**src/rtl/bios_loader.sv**
```systemverilog
// bios_loader: serial programming front-end for the CPU code memory.
// It parses frames of the form SYNC, COUNT, 2*COUNT data bytes, CHECK from a
// valid/ready byte stream. Data bytes are packed high byte first into 16-bit
// words, and each word is written to the code memory with a one-cycle strobe.
// The CPU is held from SYNC onwards. It is released only when the frame's
// checksum matches.
module bios_loader #(
    parameter int          ADDR_W    = 5,
    parameter logic [7:0]  SYNC_BYTE = 8'hA5
) (
    input  logic              clock,
    input  logic              reset_n,
    input  logic [7:0]        rx_data,
    input  logic              rx_valid,
    output logic              rx_ready,
    output logic              wr_en,
    output logic [ADDR_W-1:0] wr_addr,
    output logic [15:0]       wr_data,
    output logic              cpu_hold,
    output logic              done,
    output logic              err
);

    // Largest legal word count, at the 9-bit width used to range-check COUNT.
    localparam logic [8:0] CAPACITY = 9'(2 ** ADDR_W);

    typedef enum logic [2:0] {
        S_IDLE,
        S_COUNT,
        S_HI,
        S_LO,
        S_WRITE,
        S_CHECK
    } state_t;

    state_t            state;
    logic [7:0]        hi_byte;
    logic [7:0]        sum;
    logic [ADDR_W-1:0] addr;
    logic [ADDR_W:0]   remaining;

    logic accept;
    logic count_ok;

    // A byte transfers on the edge where both sides agree.
    assign accept = rx_valid && rx_ready;

    // The word count must be 1..capacity. Zero is rejected, and so is any
    // count that would run past the last address.
    assign count_ok = (rx_data != 8'd0) && ({1'b0, rx_data} <= CAPACITY);

    // Frame parser: one registered state machine that also drives every output.
    always_ff @(posedge clock or negedge reset_n) begin
        if (!reset_n) begin
            state     <= S_IDLE;
            rx_ready  <= 1'b0;
            wr_en     <= 1'b0;
            wr_addr   <= '0;
            wr_data   <= '0;
            cpu_hold  <= 1'b0;
            done      <= 1'b0;
            err       <= 1'b0;
            sum       <= '0;
            hi_byte   <= '0;
            addr      <= '0;
            remaining <= '0;
        end else begin
            // NOTE: non-blocking assignments let every register see the
            // pre-edge value of the others, e.g. sum and hi_byte in S_LO.
            // Both strobes default low so that each one lasts exactly one cycle.
            wr_en <= 1'b0;
            done  <= 1'b0;

            case (state)
                S_IDLE: begin
                    rx_ready <= 1'b1;
                    // Non-sync bytes are accepted and dropped.
                    if (accept && rx_data == SYNC_BYTE) begin
                        state    <= S_COUNT;
                        cpu_hold <= 1'b1;
                        err      <= 1'b0;
                        addr     <= '0;
                        sum      <= '0;
                    end
                end

                S_COUNT: begin
                    if (accept) begin
                        if (count_ok) begin
                            remaining <= (ADDR_W + 1)'(rx_data);
                            state     <= S_HI;
                        end else begin
                            // A bad count keeps the CPU held, as a bad checksum does.
                            err   <= 1'b1;
                            state <= S_IDLE;
                        end
                    end
                end

                S_HI: begin
                    if (accept) begin
                        hi_byte <= rx_data;
                        state   <= S_LO;
                    end
                end

                S_LO: begin
                    if (accept) begin
                        sum      <= sum + hi_byte + rx_data;
                        wr_en    <= 1'b1;
                        wr_addr  <= addr;
                        wr_data  <= {hi_byte, rx_data};
                        // Input is stalled for the single write cycle.
                        rx_ready <= 1'b0;
                        state    <= S_WRITE;
                    end
                end

                S_WRITE: begin
                    rx_ready  <= 1'b1;
                    remaining <= remaining - 1'b1;
                    if (remaining == (ADDR_W + 1)'(1)) begin
                        // Last word: addr is not advanced, so it never wraps.
                        state <= S_CHECK;
                    end else begin
                        addr  <= addr + 1'b1;
                        state <= S_HI;
                    end
                end

                S_CHECK: begin
                    if (accept) begin
                        // Words already written stay written, whatever the outcome.
                        if (rx_data == sum) begin
                            done     <= 1'b1;
                            cpu_hold <= 1'b0;
                        end else begin
                            err <= 1'b1;
                        end
                        state <= S_IDLE;
                    end
                end

                default: begin
                    state <= S_IDLE;
                end
            endcase
        end
    end

endmodule

```
**config.mk**
```make
export PLATFORM = sky130hd
export DESIGN_NAME = bios_loader
export DESIGN_NICKNAME = d
export VERILOG_FILES = /design/src/rtl/bios_loader.sv
export SDC_FILE = /design/constraint.sdc
export NUM_CORES = 1
export LEC_CHECK = 0
export CORE_MARGIN = 3
export CORE_UTILIZATION = 50
export CTS_BUF_LIST = sky130_fd_sc_hd__clkbuf_8
export DETAILED_ROUTE_END_ITERATION = 8
export GPL_TIMING_DRIVEN = 0
export PLACE_DENSITY = 0.84
export SLEW_MARGIN = 20
export SYNTH_ARGS = -nofsm -noshare
export SYNTH_HDL_FRONTEND = slang
export SYNTH_SLANG_ARGS = --single-unit
```
**constraint.sdc**
```tcl
create_clock -name clock -period 2.61 [get_ports clock]
set_clock_uncertainty 0.05 [all_clocks]
set_input_delay 0.6525 -clock clock [delete_from_list [all_inputs] [get_ports clock]]
set_output_delay 0.6525 -clock clock [all_outputs]
set_load 0.1 [all_outputs]
```
==> impl_summary.txt <==
----------------------------------------------------
[Synthesis]
  Netlist Area Pre-Place ... 3090 sq um
  Synth warnings ... 0
  Proportion of synthesized flip-flops having asynchronous set or reset ... 1.00
  Cell taking the most area after synthesis ... dfrtp_1
  Area fraction in compound gates after synthesis ... 0.120
  Count leader, synth ... nand2_1
  Mapped Cells ... 321
  Count of distinct cell types in the synthesized netlist ... 53
  Post-synth net total ... 349
  Arithmetic-cell share of the synthesized area counting full adders, half adders and majority gates ... 0.0882
  Top post-synthesis cells by count ... nand2_1, dfrtp_1, nor2_1, o21ai_0
  Part of the Yosys area used for sequential elements ... 0.453
  Area share of the largest cell type after synthesis ... 0.453
  Most area-consuming cells after synthesis ... dfrtp_1, nand2_1, fa_1
  Number of synthesized flops with an enable pin ... 0
  Mean instance size in the synthesized netlist ... 9.63 sq um
  Basic-gate share of the synthesized area counting and, or, nand and nor cells ... 0.212
  Multiplexer fraction of the synthesized cell area ... 0.0453
  Most frequently used flop master after synthesis ... dfrtp_1
  Flip-flop and latch count after synthesis ... 56
  Xor/xnor share of the synthesized area ... 0.0453
  Main combinational cell family by area after synthesis ... simple AND/OR/NAND/NOR gates

[Pwr]
  Clock Power Share ... 0.343
  Switching power of the nets ... 0.356 mW
  Pint ... 1.09 mW
  Final Power ... 1.44 mW
  Static leakage power ... 1.82 nW
  Sequential power share ... 0.601
  Combinational share of power ... 0.056
  Peak supply drop ... 216 uV
  Power Density ... 391 nW/um^2
  Switching share of total power ... 0.247

[Clock network]
  Register clock-pin slew on the reported worst setup and hold paths ... 0.11 ns
  Sink count of the clock tree ... 56
  Level count of the clock H-tree ... 2
  Clock insertion delay at the later pin of the skew report ... 0.31 ns
  Cell chosen for the clock root ... clkbuf_8
  Total CTS buffers ... 5
  Number of buffers on the longest clock path ... 2
  CTS tree ... done
  Hold bufs inserted after CTS ... 0

[Finish]
  Fraction of layout cells with a size suffix above 1 ... 0.130
  Final instance area ... 3690 sq um
  Post-Layout Cell Count ... 444
  Fillers ... 509
  Area used by multi-input combinational logic ... 1620 sq um
  Total inserted antenna cells ... 0
  Synth-to-Final Area Change ... 19.2%
  Storage cell area ... 1400 sq um
  Number of nets in the final layout ... 396

[Job]
  Number of max-capacitance violations reported ... 0

[Timing]
  Max Clk Rate ... 384 MHz
  Pins over their slew limit ... 0
  Worst Max-Slew Pin Slew ... 0.982 ns
  Part of the cycle the worst path needs ... 0.997
  Relative slew slack ... 0.343
  Final Hold Vio Count ... 0
  Post-layout min period ... 2.60 ns
  Worst Slack Setup Final ... 0.00722 ns
  Setup-failing EPs final ... 0
  Unrepaired setup endpoints after global routing ... yes

[Worst setup path]
  Worst Path Arrival ... 2.78 ns
  Launch instance of the worst register-to-register path ... hi_byte[1]$_DFFE_PN0P_
  Highest net fanout along the worst path ... 4
  Family with the most delay on the worst path ... adder cells
  Worst path buffer plus inverter count ... 1
  Crit Path Category ... input port to flop
  Depth of the worst register-to-register path ... 9
  Most numerous cell on the critical path ... mux2i_1
  CP endpoint kind ... flop
  Reg-to-reg setup timing slack ... 0.03 ns
  FF-to-FF End ... sum[7]$_DFFE_PN0P_
  Maximum single-stage delay on the critical path ... 0.51 ns
  CP Launch Type ... input port
  Ordered cell list for the critical path ... clkdlybuf4s50_1 > fa_2 > ha_4 > or2_2 > o22ai_2 > mux2i_1 > mux2i_1
  Required time of the worst setup path ... 2.79 ns
  Library cell contributing the largest single delay on the critical path ... clkdlybuf4s50_1

[Die]
  Height of the die ... 84.6 um
  Io pins ... 37
  Die X ... 84.6 um
  Site Rows ... 28
  Area inside the core boundary ... 5960 sq um
  Starting density of the core ... 0.519
  Floorplan die area ... 7160 sq um

[GRT]
  Number of global-route vias before repair ... 2663
  Global routing usage summed across all routing layers ... 0.220
  Largest net degree at the start of global routing ... 57
  First-pass GRT wire length ... 12.7 mm
  Antenna violations before repair ... 0
  Grt total ovfl ... 0

[Place]
  Instance count after placement with tap cells included ... 431
  Placement-stage worst setup slack ... -0.881 ns
  Post-detailed-placement half-perimeter wirelength ... 5.19 mm
  Total cell area at the placement stage ... 3530 sq um
  Weighted congestion at the end of routability-driven global placement ... 0.918
  Number of input and output port buffers inserted ... 35

[Routing]
  Total wire length ... 7.47 mm
  Starting DRC count in detailed routing ... 261
  Routed WL per cell ... 16.8 um
  Routed vias ... 2543
  Post-route antenna net violation count ... 0
  Pre-Repair DR Iteration Count ... 6
  Drt via density ... 5.73
  Remaining routing DRC violations ... 0

[Hold path]
  Type of the tightest min-delay check ... input port to async pin

[Status]
  Result of the run ... finished clean

----------------------------------------------------
per-layer routing:
| metal | vias up | part of all wire | routed length [um] | GRT usage |
|---|---|---|---|---|
| li1 | 1194 | - | - | - |
| met1 | 1242 | 0.42 | 3170 | 0.292 |
| met2 | 82 | 0.51 | 3810 | 0.357 |
| met3 | 25 | 0.042 | 317 | 0.0402 |
| met4 | 0 | 0.023 | 171 | 0.0906 |
| met5 | - | 0 | 0 | 0 |
what timing repair did:
action | 4_1_cts | 5_1_grt
gates resized for setup | 25 | 5
setup endpoints to repair | 10 | 2
pin swaps | 7 | 4
setup buffers | 0 | 5
hold endpoints to repair | 0 | 0
sequential cells by signal (all words and copies together) (netlist names):
signal     flops
wr_addr        5
addr           5
cpu_hold       1
remaining      6
hi_byte        8
err            1
done           1
state          3
wr_data       16
wr_en          1
sum            8
rx_ready       1
kinds of logic (layout without fill, tap and decap cells):
family / after synthesis / after routing
AND/OR/NAND/NOR: 143 / 143
flip-flops: 56 / 56
AO/OA/AOI/OAI: 51 / 51
buffers and inverters: 25 / 73
adder cells (fa/ha/maj): 17 / 17
XOR/XNOR: 16 / 16
multiplexers: 13 / 13
layout make-up:
class	instances	area share
multi-input combinational	240	0.440
timing repair buffer	40	0.0998
buffer	16	0.0210
clock buffer	5	0.0187
tap	75	0.0255
inverter	9	0.00916
sequential	56	0.380
clock inverter	3	0.00611
power groups by stage:
stage          clock, mW  combinational (mW)  sequential [mW]
2_1_floorplan          0              0.0312            0.884
3_3_place_gp           0              0.0794            0.884
3_5_place_dp           0              0.0809            0.884
4_1_cts            0.503              0.0803            0.867
5_1_grt            0.545              0.0910            0.867
6_report           0.495              0.0812            0.867
worst register-to-register path: cells and delay by family (launching register included):
| family | cells | cell delay (ns) |
|---|---|---|
| flops | 1 | 0.43 |
| buf+inv | 1 | 0.05 |
| mux | 2 | 0.45 |
| compound gates | 2 | 0.28 |
| fa+ha+maj | 3 | 1.08 |
| simple gates | 1 | 0.15 |
cells in the final DEF (no fill, tap or decap), types with 3 or more instances in the layout:
cell	count
a21o_1	6
a21oi_1	7
and3_1	4
buf_2	7
buf_4	7
clkbuf_1	8
clkbuf_8	5
clkdlybuf4s50_1	27
dfrtp_1	56
dlygate4sd2_1	4
fa_1	6
ha_1	6
inv_1	8
mux2_2	8
mux2i_1	5
nand2_1	82
nand2b_1	3
nand3_1	6
nand4_1	3
nor2_1	17
nor2b_1	3
nor3_1	6
nor3b_1	3
o21ai_0	13
o22ai_1	4
or3_1	4
xnor2_1	7
xor2_1	9
worst max-delay path by stage:
stage          startpoint                        to  slack, ns  cells past startpoint
6_report       rx_data[5]        sum[7]$_DFFE_PN0P_      0.007                      7
3_3_place_gp      reset_n  remaining[4]$_DFFE_PN0P_      -0.88                      1
5_1_grt        rx_data[2]        sum[6]$_DFFE_PN0P_      -0.07                      8
3_5_place_dp   rx_data[1]        sum[7]$_DFFE_PN0P_      -0.88                     10
2_1_floorplan  rx_data[1]        sum[7]$_DFFE_PN0P_      0.002                      9
4_1_cts        rx_data[1]        sum[7]$_DFFE_PN0P_      0.003                     10
stage by stage:
step | util | hold WS, ns | TNS [ns]
final | 0.619 | 0.320 | 0
after global routing | 0.619 | 0.393 | -0.100
after CTS | 0.611 | 0.355 | 0
after detailed placement | 0.593 | 0.412 | -7.05
after global placement | 0.594 | 0.410 | -55.00
after floorplan | - | 0.307 | 0
Note: power is estimated with default switching activity, not from simulation.
